$ cat src/rtl/cpu_pkg.sv
`default_nettype none
// ============================================================================
//  Module      : cpu_pkg
//  Description : Shared CPU definitions used by the execute-stage divider.
//  Revision    : 1.0 - initial release
// ============================================================================
package cpu_pkg;

    typedef enum logic [1:0] {
        IDLE = 2'd0,
        BUSY = 2'd1,
        DONE = 2'd2
    } div_state_t;

    localparam int DIV_ITERS = 32;

    // Field positions of {HI, LO} inside the divider result
    localparam int RESULT_LO_LSB = 0;
    localparam int RESULT_LO_MSB = DIV_ITERS - 1;
    localparam int RESULT_HI_LSB = DIV_ITERS;
    localparam int RESULT_HI_MSB = 2 * DIV_ITERS - 1;

endpackage
`default_nettype wire

$ cat src/rtl/div_unit_if.sv
`default_nettype none
// ============================================================================
//  Module      : div_unit_if
//  Description : Execute-stage handshake between the pipeline and the divider.
//  Revision    : 1.0 - initial release
// ============================================================================
interface div_unit_if
    import cpu_pkg::*;
#(
    parameter int WIDTH = DIV_ITERS
);
    logic                 start;
    logic                 signed_div;
    logic [WIDTH-1:0]     a;
    logic [WIDTH-1:0]     b;
    logic                 annul;
    logic                 stall_div;
    logic                 ready;
    logic [2*WIDTH-1:0]   result;

    modport master (
        output start, signed_div, a, b, annul,
        input  stall_div, ready, result
    );

    modport slave (
        input  start, signed_div, a, b, annul,
        output stall_div, ready, result
    );

endinterface
`default_nettype wire

$ cat src/rtl/div_unit.sv
`default_nettype none
// ============================================================================
//  Module      : div_unit
//  Description : Radix-2 restoring divider for MIPS DIV/DIVU, one quotient
//                bit per cycle. Optional macro DIV_ZERO_FAST_EN short-cuts a
//                zero divisor straight to DONE.
//  Revision    : 1.0 - initial release
// ============================================================================
module div_unit
    import cpu_pkg::*;
#(
    parameter int WIDTH = DIV_ITERS
)(
    input  wire logic   clk,
    input  wire logic   resetn,
    div_unit_if.slave   bus
);

    localparam int CNT_W = $clog2(WIDTH + 1);
    localparam logic [CNT_W-1:0] c_ITERS = CNT_W'(WIDTH);
    localparam logic [CNT_W-1:0] c_ONE   = CNT_W'(1);

    div_state_t         r_state;
    div_state_t         w_nextState;

    logic [WIDTH-1:0]   r_divisor;
    logic [WIDTH-1:0]   r_rem;
    logic [WIDTH-1:0]   r_shift;
    logic [CNT_W-1:0]   r_count;
    logic               r_negQuot;
    logic               r_negRem;
    logic [2*WIDTH-1:0] r_result;

    logic               w_accept;
    logic               w_lastIter;
    logic               w_aNeg;
    logic               w_bNeg;
    logic [WIDTH-1:0]   w_aAbs;
    logic [WIDTH-1:0]   w_bAbs;
    logic [WIDTH:0]     w_remShift;
    logic               w_qBit;
    logic [WIDTH-1:0]   w_remNext;
    logic [WIDTH-1:0]   w_quotNext;
    logic [WIDTH-1:0]   w_quotFinal;
    logic [WIDTH-1:0]   w_remFinal;
`ifdef DIV_ZERO_FAST_EN
    logic               w_zeroDiv;

    assign w_zeroDiv = (bus.b == '0);
`endif

    assign w_accept   = (r_state == IDLE) & bus.start & ~bus.annul;
    assign w_lastIter = (r_state == BUSY) & (r_count == c_ONE);

    assign w_aNeg = bus.signed_div & bus.a[WIDTH-1];
    assign w_bNeg = bus.signed_div & bus.b[WIDTH-1];
    assign w_aAbs = w_aNeg ? -bus.a : bus.a;
    assign w_bAbs = w_bNeg ? -bus.b : bus.b;

    // The shifted remainder is WIDTH+1 bits; its MSB set always means rem' >= |b|
    assign w_remShift = {r_rem, r_shift[WIDTH-1]};
    assign w_qBit     = w_remShift[WIDTH] | (w_remShift[WIDTH-1:0] >= r_divisor);
    assign w_remNext  = w_qBit ? (w_remShift[WIDTH-1:0] - r_divisor)
                               : w_remShift[WIDTH-1:0];
    assign w_quotNext = {r_shift[WIDTH-2:0], w_qBit};

    assign w_quotFinal = r_negQuot ? -w_quotNext : w_quotNext;
    assign w_remFinal  = r_negRem  ? -w_remNext  : w_remNext;

    always_ff @(posedge clk or negedge resetn) begin
        if (!resetn) begin
            r_state <= IDLE;
        end else begin
            r_state <= w_nextState;
        end
    end

    always_comb begin
        w_nextState = r_state;
        if (bus.annul) begin
            w_nextState = IDLE;
        end else begin
            case (r_state)
                IDLE: begin
                    if (bus.start) begin
`ifdef DIV_ZERO_FAST_EN
                        w_nextState = w_zeroDiv ? DONE : BUSY;
`else
                        w_nextState = BUSY;
`endif
                    end
                end
                BUSY: begin
                    if (w_lastIter) begin
                        w_nextState = DONE;
                    end
                end
                DONE:    w_nextState = IDLE;
                default: w_nextState = IDLE;
            endcase
        end
    end

    always_ff @(posedge clk or negedge resetn) begin
        if (!resetn) begin
            r_divisor <= '0;
            r_rem     <= '0;
            r_shift   <= '0;
            r_count   <= '0;
            r_negQuot <= 1'b0;
            r_negRem  <= 1'b0;
            r_result  <= '0;
        end else if (w_accept) begin
            r_divisor <= w_bAbs;
            r_shift   <= w_aAbs;
            r_rem     <= '0;
            r_count   <= c_ITERS;
            r_negQuot <= w_aNeg ^ w_bNeg;
            r_negRem  <= w_aNeg;
`ifdef DIV_ZERO_FAST_EN
            if (w_zeroDiv) begin
                r_result <= {bus.a, {WIDTH{1'b1}}};
            end
`endif
        end else if (bus.annul) begin
            r_count <= '0;
        end else if (r_state == BUSY) begin
            r_rem   <= w_remNext;
            r_shift <= w_quotNext;
            r_count <= r_count - c_ONE;
            // Sign fix-up is folded into the final iteration's write
            if (w_lastIter) begin
                r_result <= {w_remFinal, w_quotFinal};
            end
        end
    end

    assign bus.ready     = (r_state == DONE) & ~bus.annul;
    assign bus.stall_div = bus.start & ~bus.ready;
    assign bus.result    = r_result;

endmodule
`default_nettype wire
$ cat src/flat_wrapper.sv
// flat-port wrapper written by rule: the top's interface ports become plain ports
module div_unit_flat import cpu_pkg::*;
#(
    parameter int WIDTH = DIV_ITERS
)
  (clk, resetn, bus_start, bus_signed_div, bus_a, bus_b, bus_annul, bus_stall_div, bus_ready, bus_result);
  div_unit_if #(.WIDTH(WIDTH)) bus_i ();
  input  wire logic clk;
  input  wire logic resetn;
  input wire logic [$bits(bus_i.start)-1:0] bus_start;
  input wire logic [$bits(bus_i.signed_div)-1:0] bus_signed_div;
  input wire logic [$bits(bus_i.a)-1:0] bus_a;
  input wire logic [$bits(bus_i.b)-1:0] bus_b;
  input wire logic [$bits(bus_i.annul)-1:0] bus_annul;
  output wire logic [$bits(bus_i.stall_div)-1:0] bus_stall_div;
  output wire logic [$bits(bus_i.ready)-1:0] bus_ready;
  output wire logic [$bits(bus_i.result)-1:0] bus_result;
  assign bus_i.start = bus_start;
  assign bus_i.signed_div = bus_signed_div;
  assign bus_i.a = bus_a;
  assign bus_i.b = bus_b;
  assign bus_i.annul = bus_annul;
  assign bus_stall_div = bus_i.stall_div;
  assign bus_ready = bus_i.ready;
  assign bus_result = bus_i.result;
  div_unit #(.WIDTH(WIDTH)) u_core (.clk(clk), .resetn(resetn), .bus(bus_i));
endmodule
$ cat config.mk
export PLATFORM = sky130hd
export DESIGN_NAME = div_unit_flat
export DESIGN_NICKNAME = d
export VERILOG_FILES = /design/src/rtl/cpu_pkg.sv /design/src/rtl/div_unit_if.sv /design/src/rtl/div_unit.sv /design/src/flat_wrapper.sv
export SDC_FILE = /design/constraint.sdc
export NUM_CORES = 1
export LEC_CHECK = 0
export ABC_AREA = 1
export BUFFER_PORTS_ARGS = -buffer_cell sky130_fd_sc_hd__clkbuf_2
export CAP_MARGIN = 40
export CORE_ASPECT_RATIO = 1.25
export CORE_UTILIZATION = 55
export CTS_CLUSTER_SIZE = 14
export DETAILED_ROUTE_END_ITERATION = 8
export HOLD_SLACK_MARGIN = 0.02
export PLACE_DENSITY = 0.82
export SLEW_MARGIN = 20
export SYNTH_ARGS = -nofsm -noshare
export SYNTH_HDL_FRONTEND = slang
export SYNTH_SLANG_ARGS = --single-unit
$ cat constraint.sdc
create_clock -name clk -period 9.7 [get_ports clk]
set_input_delay 0.485 -clock clk [delete_from_list [all_inputs] [get_ports clk]]
set_output_delay 0.485 -clock clk [all_outputs]
set_load 0.01 [all_outputs]
==> reports/metrics.cfg, run 1 <==
[power]
p_switching_w = 0.00289
sequentialPowerShare_pct = 21.8
pwr_density_cell_nw_per_um2 = 361
p_int_w = 0.00240
power.leakage_nw = 7.82
ir_drop_uv = 248
p_clk_share_pct = 13.3
switching_share_pct = 54.7
power_frac_comb_pct = 65.0

[cells_and_area]
fin_nets = 2212
finalInstanceArea_um2 = 14600
area_growth_pct = 11.4
n_antenna_cell = 0
drive_above_1_share_pct = 12.4

[global_routing]
grt_pass1_vias = 12702
use_met3_pct = 4.06
grt_util_met1_pct = 41.9
antenna_found_initial = 0
grt_max_degree = 103
overflow = 0
use_met2_pct = 59.5
top_usage_layer = met2
grt_use_total_pct = 34.7
grt_first_pass_wirelength_um = 66000

[die]
row_count = 62
die_w_um = 140
fp.coreArea_um2 = 23200
start_util_pct = 56.6
die_h_um = 175
die_area_um2 = 24500
io_pins = 135

[setup_path]
cp_max_fo = 51
worst_ep_required_time_ps = 10030
criticalPathCategory = reg -> reg
critical_path.startpoint_type = flop
cp.arrival_ps = 5040
end_kind = flop

[route]
drt_pre_antenna_iters = 6
antenna_left = 0
vias_per_cell = 5.62
vias = 13516
wirelength_um = 41100
drt-initial-drc-count = 1222
drc_errors = 0
routedWlPerCell_um = 17.1

[min_path]
min_path_type = in -> reg

[yosys]
synth_most_common_cell = nand2_1
synthCells = 1997
synth_fp_nets = 2105
yosysUniqueCellTypes = 49
yosysTopAreaCell = dfrtp_1
synthTopCellsByArea = dfrtp_1, nand2_1, inv_1
ys_ff_latch = 170
yosysWarnings = 0
yosysSeqAreaShare_pct = 32.4
yosys.area.top_type_share_pct = 32.4
synth_top_cells_by_count = nand2_1, inv_1, o21ai_0
synth_ff_type = dfrtp_1
synth_edf_count = 0
syn_avg_cell_area_um2 = 6.58
syn-cell-area_um2 = 13100
asyncSetResetFlopFracSynth_pct = 100

[clocking]
clk_pin_slew_worst_paths_ps = 70
clock_latency_ps = 450
htree_levels = 4
cts.sinks = 170
postCtsResizedCells = 0
numCtsBuffers = 17
cts-root-buf = clkbuf_16
cts_tree = yes
clockBufferDepth = 2

[placed_design]
place_ws_ps = 5050
dp_hpwl_um = 31700
placed_area_um2 = 14000
gp_congestion = 0.996
place.port_buffers = 134

[timing]
fmax_mhz = 212
period_share_pct = 48.6
setup-tns-final_ps = 0
fin_skew_ps = 8.96
worst_slack_ps = 4990
hold_viol = 0
drv_slew = 0
rsz0062_at_grt = no
relSlewSlack_pct = 55.3
min_period_ps = 4710
tightestPinTransition_ps = 670
setup_viol = 0

[outcome]
status = finished clean

[flow_run]
drv_cap = 0

## layout by cell type, fill, tap and decap left out, types with 33 or more instances in the layout
master / synthesis / routed
nand2_1: 625 / 625
inv_1: 276 / 274
o21ai_0: 187 / 187
dfrtp_1: 170 / 170
nor2_1: 155 / 154
nand3_1: 134 / 134
clkbuf_2: 0 / 133
xor2_1: 84 / 84
ha_1: 38 / 38
nand2_2: 33 / 33
## flip-flops by register name, summed over array words and instances, names as in the netlist
register,cells
u_core.bus.result,64
u_core.r_count,6
u_core.r_divisor,32
u_core.r_negQuot,1
u_core.r_negRem,1
u_core.r_rem,32
u_core.r_shift,32
u_core.r_state,2
## path summary, 6_finish.rpt
path / start / endpoint / slack [ps] / cells past startpoint
setup / recovery: u_core.r_shift[31] / u_core.bus.result[30] / 4990 / 26
hold / removal: bus_b[31] / u_core.r_negQuot / 340 / 2
setup reg to reg: u_core.r_shift[31] / u_core.bus.result[30] / 4990 / 26
hold reg to reg: u_core.bus.result[59] / u_core.bus.result[59] / 480 / 2
max in group asynchronous: resetn / u_core.bus.result[38] / 8270 / 4
min in group asynchronous: resetn / u_core.r_count[4] / 430 / 2
## area by class of cell
cell class,count,area [um2]
Clock inverter,12,139
Sequential cell,170,4250
Tap cell,288,360
Clock buffer,20,447
Timing Repair Buffer,149,865
Fill cell,2119,8560
Inverter,288,1080
Multi-Input combinational cell,1478,7490
## cell families (layout without fill, tap and decap cells)
kind of cell,count (synthesis),in the layout,share of synthesized area (%)
compound gates,269,269,11.1
simple gates,1058,1058,34.7
flops,170,170,32.4
fa+ha+maj,39,39,3.77
xor+xnor,112,112,7.47
buf+inv,349,469,10.6
## worst max-delay path, stage by stage, from the launching register on
cell	delay, ps
dfrtp_1	370
inv_1	100
ha_1	190
fa_1	220
inv_1	80
nand2_1	60
nand2_1	60
nand3_1	80
nand2_1	110
nand2_1	110
nand3_2	90
nand2_4	350
nand2_8	340
inv_2	360
ha_1	230
nand3_1	100
nor3_1	170
nand3_1	140
nor3_2	180
nand3_1	130
nand2_1	140
o21ai_0	180
a21oi_2	240
o21ai_0	170
nor2_1	150
xor2_1	160
o21ai_0	80
## power by group through the flow
stage / Clock (W) / Sequential [W] / Combinational [W]
floorplan: 0 / 0.00115 / 0.00240
finish: 0.000702 / 0.00115 / 0.00344
CTS: 0.000707 / 0.00115 / 0.00339
global placement: 0 / 0.00115 / 0.00330
detailed placement: 0 / 0.00116 / 0.00337
global route: 0.000733 / 0.00118 / 0.00379
## layer usage
metal  up-vias  part of all wire (%)
met4         0                   5.6
met2       560                    49
met1      6299                    39
li1       6540                     -
met5         -                     0
met3       117                   6.0
## through the flow
step / hold WS, ps / instances / total power [W] / util (%)
finish: 344 / 2405 / 0.00529 / 63.1
global route: 366 / 2405 / 0.00570 / 63.1
CTS: 167 / 2401 / 0.00524 / 62.7
detailed placement: 468 / 2369 / 0.00452 / 60.2
global placement: 464 / 2367 / 0.00446 / 60.1
floorplan: 189 / 1997 / 0.00355 / -
## timing repair
| item | in CTS | in global routing |
|---|---|---|
| hold buffers | 0 | 1 |
| endpoints found under the setup margin | 0 | 0 |
| buffers inserted | 0 | 0 |
| hold endpoints to repair | 0 | 11 |
(Power assumes the default switching activity.)
==> run 2: changes to the inputs <==
- PLACE_DENSITY: 0.82 -> 0.85
- clock period: 9.7 -> 3.8 ns (I/O delays scaled with it)
==> run 2 against run 1 <==
Effect of this change:
- fmax increased by 30%
- final area increased by 2.9%
- die area unchanged
- sequential share of layout area decreased by 0.81 points
- critical path depth decreased by 1
- routed wire length increased by 1.8%
- non-clock buffer count increased by 33
- register-to-register slack got worse by 4800 ps
- combinational power increased to 2.7 times the previous value
- clock power increased to 2.5 times the previous value
- count of clock-buffer cells in the layout decreased by 2
==> reports/metrics.cfg, run 2 (same netlist as run 1, synthesis figures left out) <==
[outcome]
status = finished clean

[setup_path]
end_kind = flop
critical_path.startpoint_type = flop
worst_ep_required_time_ps = 4120  ; -5910 ps
cp_max_fo = 3  ; -94%
crit_family = simple AND/OR/NAND/NOR gates
path_buf_inv = 2  ; -1
cp.arrival_ps = 3930  ; -1110 ps
crit_path_frequent_cell = nand2_1
criticalPathCategory = reg -> reg
max_stage_delay_ps = 400  ; +30 ps
slowest_stage = dfrtp_1

[timing]
rsz0062_at_grt = yes
relSlewSlack_pct = 54.5  ; -0.80 points
hold_viol = 0  ; unchanged
min_period_ps = 3610  ; -1100 ps
fmax_mhz = 277  ; +30%
period_share_pct = 95.1  ; +47 points
setup_viol = 0  ; unchanged
worst_slack_ps = 185  ; -4800 ps
drv_slew = 0  ; unchanged
tightestPinTransition_ps = 681  ; +11.0 ps
fin_skew_ps = 11.8  ; +2.88 ps
whs_ps = 48.5  ; -295 ps

[power]
pwr_density_cell_nw_per_um2 = 932  ; +160%
power_w = 0.0140  ; +170%
ir_drop_uv = 569  ; +130%
power.leakage_nw = 7.98  ; +2.0%

[route]
routedWlPerCell_um = 17.2  ; +0.52%
vias = 13620  ; +0.77%
drt-initial-drc-count = 1230  ; +0.65%
wirelength_um = 41800  ; +1.8%
drc_errors = 0  ; unchanged
antenna_left = 0  ; unchanged
drt_pre_antenna_iters = 8  ; +2
vias_per_cell = 5.59  ; -0.51%

[clocking]
clk_pin_slew_worst_paths_ps = 70  ; about the same
cts.sinks = 170  ; unchanged
numCtsBuffers = 17  ; unchanged
htree_levels = 4  ; unchanged
clockBufferDepth = 2  ; unchanged
cts_tree = yes
clock_latency_ps = 440  ; about the same
cts-root-buf = clkbuf_16

[flow_run]
drv_cap = 0  ; unchanged

[global_routing]
grt_first_pass_wirelength_um = 65900  ; -0.19%
grt_max_degree = 92  ; -11%
grt_use_total_pct = 34.6  ; -0.13 points
grt_pass1_vias = 13118  ; +3.3%
overflow = 0  ; unchanged
antenna_found_initial = 0  ; unchanged

[cells_and_area]
layout_commonest_cell = nand2_1
drive_above_1_share_pct = 14.8  ; +2.4 points
fillers = 2085  ; -1.6%
instances_no_fill = 2436  ; +1.3%
area_growth_pct = 14.6
finalInstanceArea_um2 = 15100  ; +2.9%
final_cell_mix = nand2_1, inv_1, o21ai_0, dfrtp_1, nor2_1
n_antenna_cell = 0  ; unchanged
largest_register_ffs = 64  ; unchanged
fin_nets = 2245  ; +1.5%

[placed_design]
dp_hpwl_um = 32200  ; +1.5%
place_ws_ps = 86.2  ; -4970 ps
dp.cells = 2396  ; +1.1%
place.port_buffers = 134  ; unchanged
placed_area_um2 = 14200  ; +1.5%
gp_congestion = 1.06  ; +6.8%

[die]
start_util_pct = 56.6  ; unchanged
row_count = 62  ; unchanged
fp.coreArea_um2 = 23200  ; unchanged
die_area_um2 = 24500  ; unchanged
io_pins = 135  ; unchanged
die_h_um = 175  ; unchanged
die_w_um = 140  ; unchanged

[min_path]
min_path_type = in -> reg

run 2: changes by cell type in the layout (fill, tap and decap cells not counted), sizes merged:
| cell | before | now |
|---|---|---|
| clkinvlp | 3 | 4 |
| buf | 15 | 48 |
| clkbuf | 153 | 151 |
| clkinv | 8 | 7 |
run 2: final timing paths:
path	slack, ps	depth (start not counted)	end	start
worst max-delay path	190	25	u_core.bus.result[28]	u_core.r_rem[16]
worst min-delay path	50	3	u_core.r_divisor[0]	bus_b[0]
worst max register to register	190	25	u_core.bus.result[28]	u_core.r_rem[16]
worst min register to register	480	2	u_core.bus.result[54]	u_core.bus.result[54]
max in group asynchronous	2590	4	u_core.bus.result[50]	resetn
min in group asynchronous	110	2	u_core.r_count[2]	resetn
run 2: where the power goes:
part / internal (W) / switching (W)
combinational: 0.00307 / 0.00627
clock: 0.000972 / 0.000796
sequential: 0.00243 / 0.000507
total: 0.00647 / 0.00757
run 2: routing by layer:
metal	share of wire [%]	vias to the layer above	wire, um	track usage [%]
li1	-	6592	-	-
met1	40	6306	16500	40.6
met2	48	570	20100	58.9
met3	5.2	152	2200	4.30
met4	7.1	0	2960	23.9
met5	0	-	0	0
run 2: worst reg2reg max path, stage by stage, from the launching register on:
cell     delay [ps]
dfrtp_1         400
ha_1            320
nand2_1          70
nand2_1          80
nand2_1          70
nand2_1          70
a21oi_2         210
nor2_2           70
nor2_4          200
nand2_8          70
inv_2            80
ha_4            130
nand3_2         100
nor3_4          210
nand3_2         130
nor3_4          250
nand3_2         130
nand2_2         100
o21ai_2          70
a21oi_2         160
inv_1            60
nor2_1           70
o21ai_1          80
or2_0           210
nand3_1          80
nand2_1          50
run 2: area by class of cell:
type                       count  area, um2  share of cell area (%)
multi-input combinational   1478       7660                    50.9
sequential                   170       4250                    28.3
timing repair buffer         182       1130                    7.49
inverter                     288       1080                    7.19
clock buffer                  18        429                    2.85
tap                          288        360                    2.39
clock inverter                12        141                   0.939
run 2: what timing repair did:
action	in CTS	in global routing
hold buffers	1	0
endpoints found under the hold margin	79	0
gates resized for setup	0	34
setup buffers	0	7
setup endpoints to repair	0	31
run 2: metrics by stage:
stage	TNS, ps	utilization [%]
6_report	0	64.9
5_1_grt	-112	64.9
4_1_cts	0	63.7
3_5_place_dp	0	61.2
3_3_place_gp	0	61.1
2_1_floorplan	0	-
==> run 3: changes to the inputs <==
- CORE_MARGIN: default -> 2
- CORE_UTILIZATION: 55 -> 40
- MAX_ROUTING_LAYER: default -> met4
- PLACE_DENSITY: 0.85 -> 0.67
==> run 3 against run 2 <==
Effect of this change:
- utilization fell by 17 points
- hold slack improved by 21 ps
- routed wire length rose by 3.7%
- critical endpoint unchanged
- sequential share of layout area fell by 0.77 points
- critical path type unchanged
- clock skew rose by 8.4 ps
- non-clock buffer count rose by 17
- count of clock-buffer cells in the layout rose by 1
- highest routed layer unchanged
- via count fell by 1.9%
- cell count rose by 6.1%
- critical path depth did not move
- global-route usage fell by 8.5 points
==> reports/metrics.cfg, run 3 (same netlist as run 1, synthesis figures left out) <==
[die]
die_h_um = 207  ; +18%
start_util_pct = 40.4  ; -16 points
die_area_um2 = 34300  ; +40%
io_pins = 135  ; unchanged
fp.coreArea_um2 = 32500  ; +40%
die_w_um = 166  ; +18%
row_count = 74  ; +19%

[timing]
setup_viol = 0  ; unchanged
fin_skew_ps = 20.2  ; +8.40 ps
period_share_pct = 95.2  ; +0.11 points
fmax_mhz = 276  ; -0.11%
drv_slew = 0  ; unchanged
whs_ps = 69.5  ; +21.0 ps
min_period_ps = 3620  ; +4.08 ps
worst_slack_ps = 181  ; -4.08 ps
tightestPinTransition_ps = 760  ; +78.6 ps
relSlewSlack_pct = 49.0  ; -5.5 points
setup-tns-final_ps = 0  ; unchanged
hold_viol = 0  ; unchanged

[cells_and_area]
fillers = 3330  ; +60%
n_antenna_cell = 0  ; unchanged
layout_commonest_cell = nand2_1
drive_above_1_share_pct = 16.1  ; +1.3 points
area_growth_pct = 17.9
largest_register_ffs = 64  ; unchanged
seq_area_um2 = 4260  ; about the same
final_cell_mix = nand2_1, inv_1, o21ai_0, dfrtp_1, nor2_1
multi_input_area_um2 = 7770  ; +1.4%
fin_nets = 2262  ; +0.76%

[route]
drc_errors = 0  ; unchanged
vias = 13368  ; -1.9%
antenna_left = 0  ; unchanged
drt-initial-drc-count = 908  ; -26%
wirelength_um = 43400  ; +3.7%
vias_per_cell = 5.17  ; -7.5%
routedWlPerCell_um = 16.8  ; -2.2%
drt_pre_antenna_iters = 5  ; -3

[setup_path]
cp.arrival_ps = 3970  ; +40 ps
end_kind = flop
cp_max_fo = 4  ; +1
worst_ep_required_time_ps = 4150  ; +30 ps
critical_path.startpoint_type = flop
criticalPathCategory = reg -> reg

[global_routing]
antenna_found_initial = 0  ; unchanged
overflow = 0  ; unchanged
grt_first_pass_wirelength_um = 67900  ; +3.1%
grt_max_degree = 81  ; -12%
grt_use_total_pct = 26.1  ; -8.5 points
grt_pass1_vias = 12833  ; -2.2%

[placed_design]
place_ws_ps = 18.6  ; -67.6 ps
place.port_buffers = 134  ; unchanged
dp_hpwl_um = 33900  ; +5.3%
gp_congestion = 0.988  ; -7.1%

[clocking]
clockBufferDepth = 2  ; unchanged
htree_levels = 4  ; unchanged
cts_tree = yes
cts.sinks = 170  ; unchanged
clock_latency_ps = 470  ; +30 ps
numCtsBuffers = 17  ; unchanged
clk_pin_slew_worst_paths_ps = 70  ; about the same
cts-root-buf = clkbuf_16

[min_path]
min_path_type = in -> reg

[power]
ir_drop_uv = 482  ; -15%
power.leakage_nw = 8.08  ; +1.3%
pwr_density_cell_nw_per_um2 = 931  ; -0.16%

[flow_run]
drv_cap = 0  ; unchanged

[outcome]
status = finished clean

## run 3: cell count changes in the layout (fill, tap and decap cells not counted), moves of 3 or more
cell,change
buf_4,+20
nor2_1,-3
ha_1,-6
ha_4,+6
## run 3: path summary, 6_finish.rpt
kind                       slack, ps               endpoint                  start  cells past startpoint
max reg2reg                      180  u_core.bus.result[28]       u_core.r_rem[16]                     25
max                              180  u_core.bus.result[28]       u_core.r_rem[16]                     25
max in group asynchronous       2650   u_core.r_divisor[10]                 resetn                      4
min in group asynchronous         90  u_core.bus.result[53]                 resetn                      2
min                               70   u_core.r_divisor[31]              bus_b[31]                      3
min reg2reg                      480  u_core.bus.result[59]  u_core.bus.result[59]                      2
## run 3: worst max-delay path: stages (launching register included)
cell and delay (ps):
dfrtp_1 400, ha_1 300, nand2_1 70, nand2_1 70, nand2_1 90, nand2_2 80, a21oi_4 200, nor2_4 50
nor2_4 180, nand2_8 90, inv_4 70, ha_4 140, nand3_4 70, nor3_4 210, nand3_2 140, nor3_4 250
nand3_2 130, nand2_2 80, o21ai_2 80, a21oi_2 210, inv_1 70, nor2_1 100, o21ai_1 80, or2_0 220
nand3_1 70, nand2_1 50
## run 3: final cells by class
| type | instances | area share [%] |
|---|---|---|
| multi-input cells | 1478 | 50.2 |
| flip-flops and latches | 170 | 27.5 |
| repair buffers | 199 | 7.90 |
| inverters | 288 | 7.01 |
| well taps | 418 | 3.38 |
| clock buffers | 19 | 2.80 |
| clock inverters | 13 | 1.24 |
## run 3: routing by layer
metal / up-vias / share of wire, % / track usage (%)
li1: 6632 / - / -
met1: 6281 / 41 / 29.8
met2: 365 / 50 / 45.3
met3: 90 / 4.1 / 2.78
met4: 0 / 5.2 / 13.9
met5: - / 0 / -
## run 3: report_power, final
part / switching (W) / internal [W]
clock: 0.000818 / 0.00111
sequential: 0.000541 / 0.00243
combinational: 0.00629 / 0.00323
total: 0.00765 / 0.00676
## run 3: metrics by stage
stage / util (%) / std cells / power [W] / cell area [um2]
floorplan: - / 1997 / 0.00905 / 13100
global placement: 44.3 / 2535 / 0.0119 / 14400
detailed placement: 44.3 / 2536 / 0.0120 / 14400
CTS: 46.3 / 2569 / 0.0140 / 15000
global route: 47.6 / 2585 / 0.0156 / 15500
finish: 47.6 / 2585 / 0.0144 / 15500
## run 3: timing repair
| action | 4_1_cts | 5_1_grt |
|---|---|---|
| hold endpoints to repair | 77 | 0 |
| gates resized for setup | 0 | 49 |
| setup endpoints to repair | 0 | 17 |
| hold buffers | 1 | 0 |
| buffers inserted | 0 | 14 |
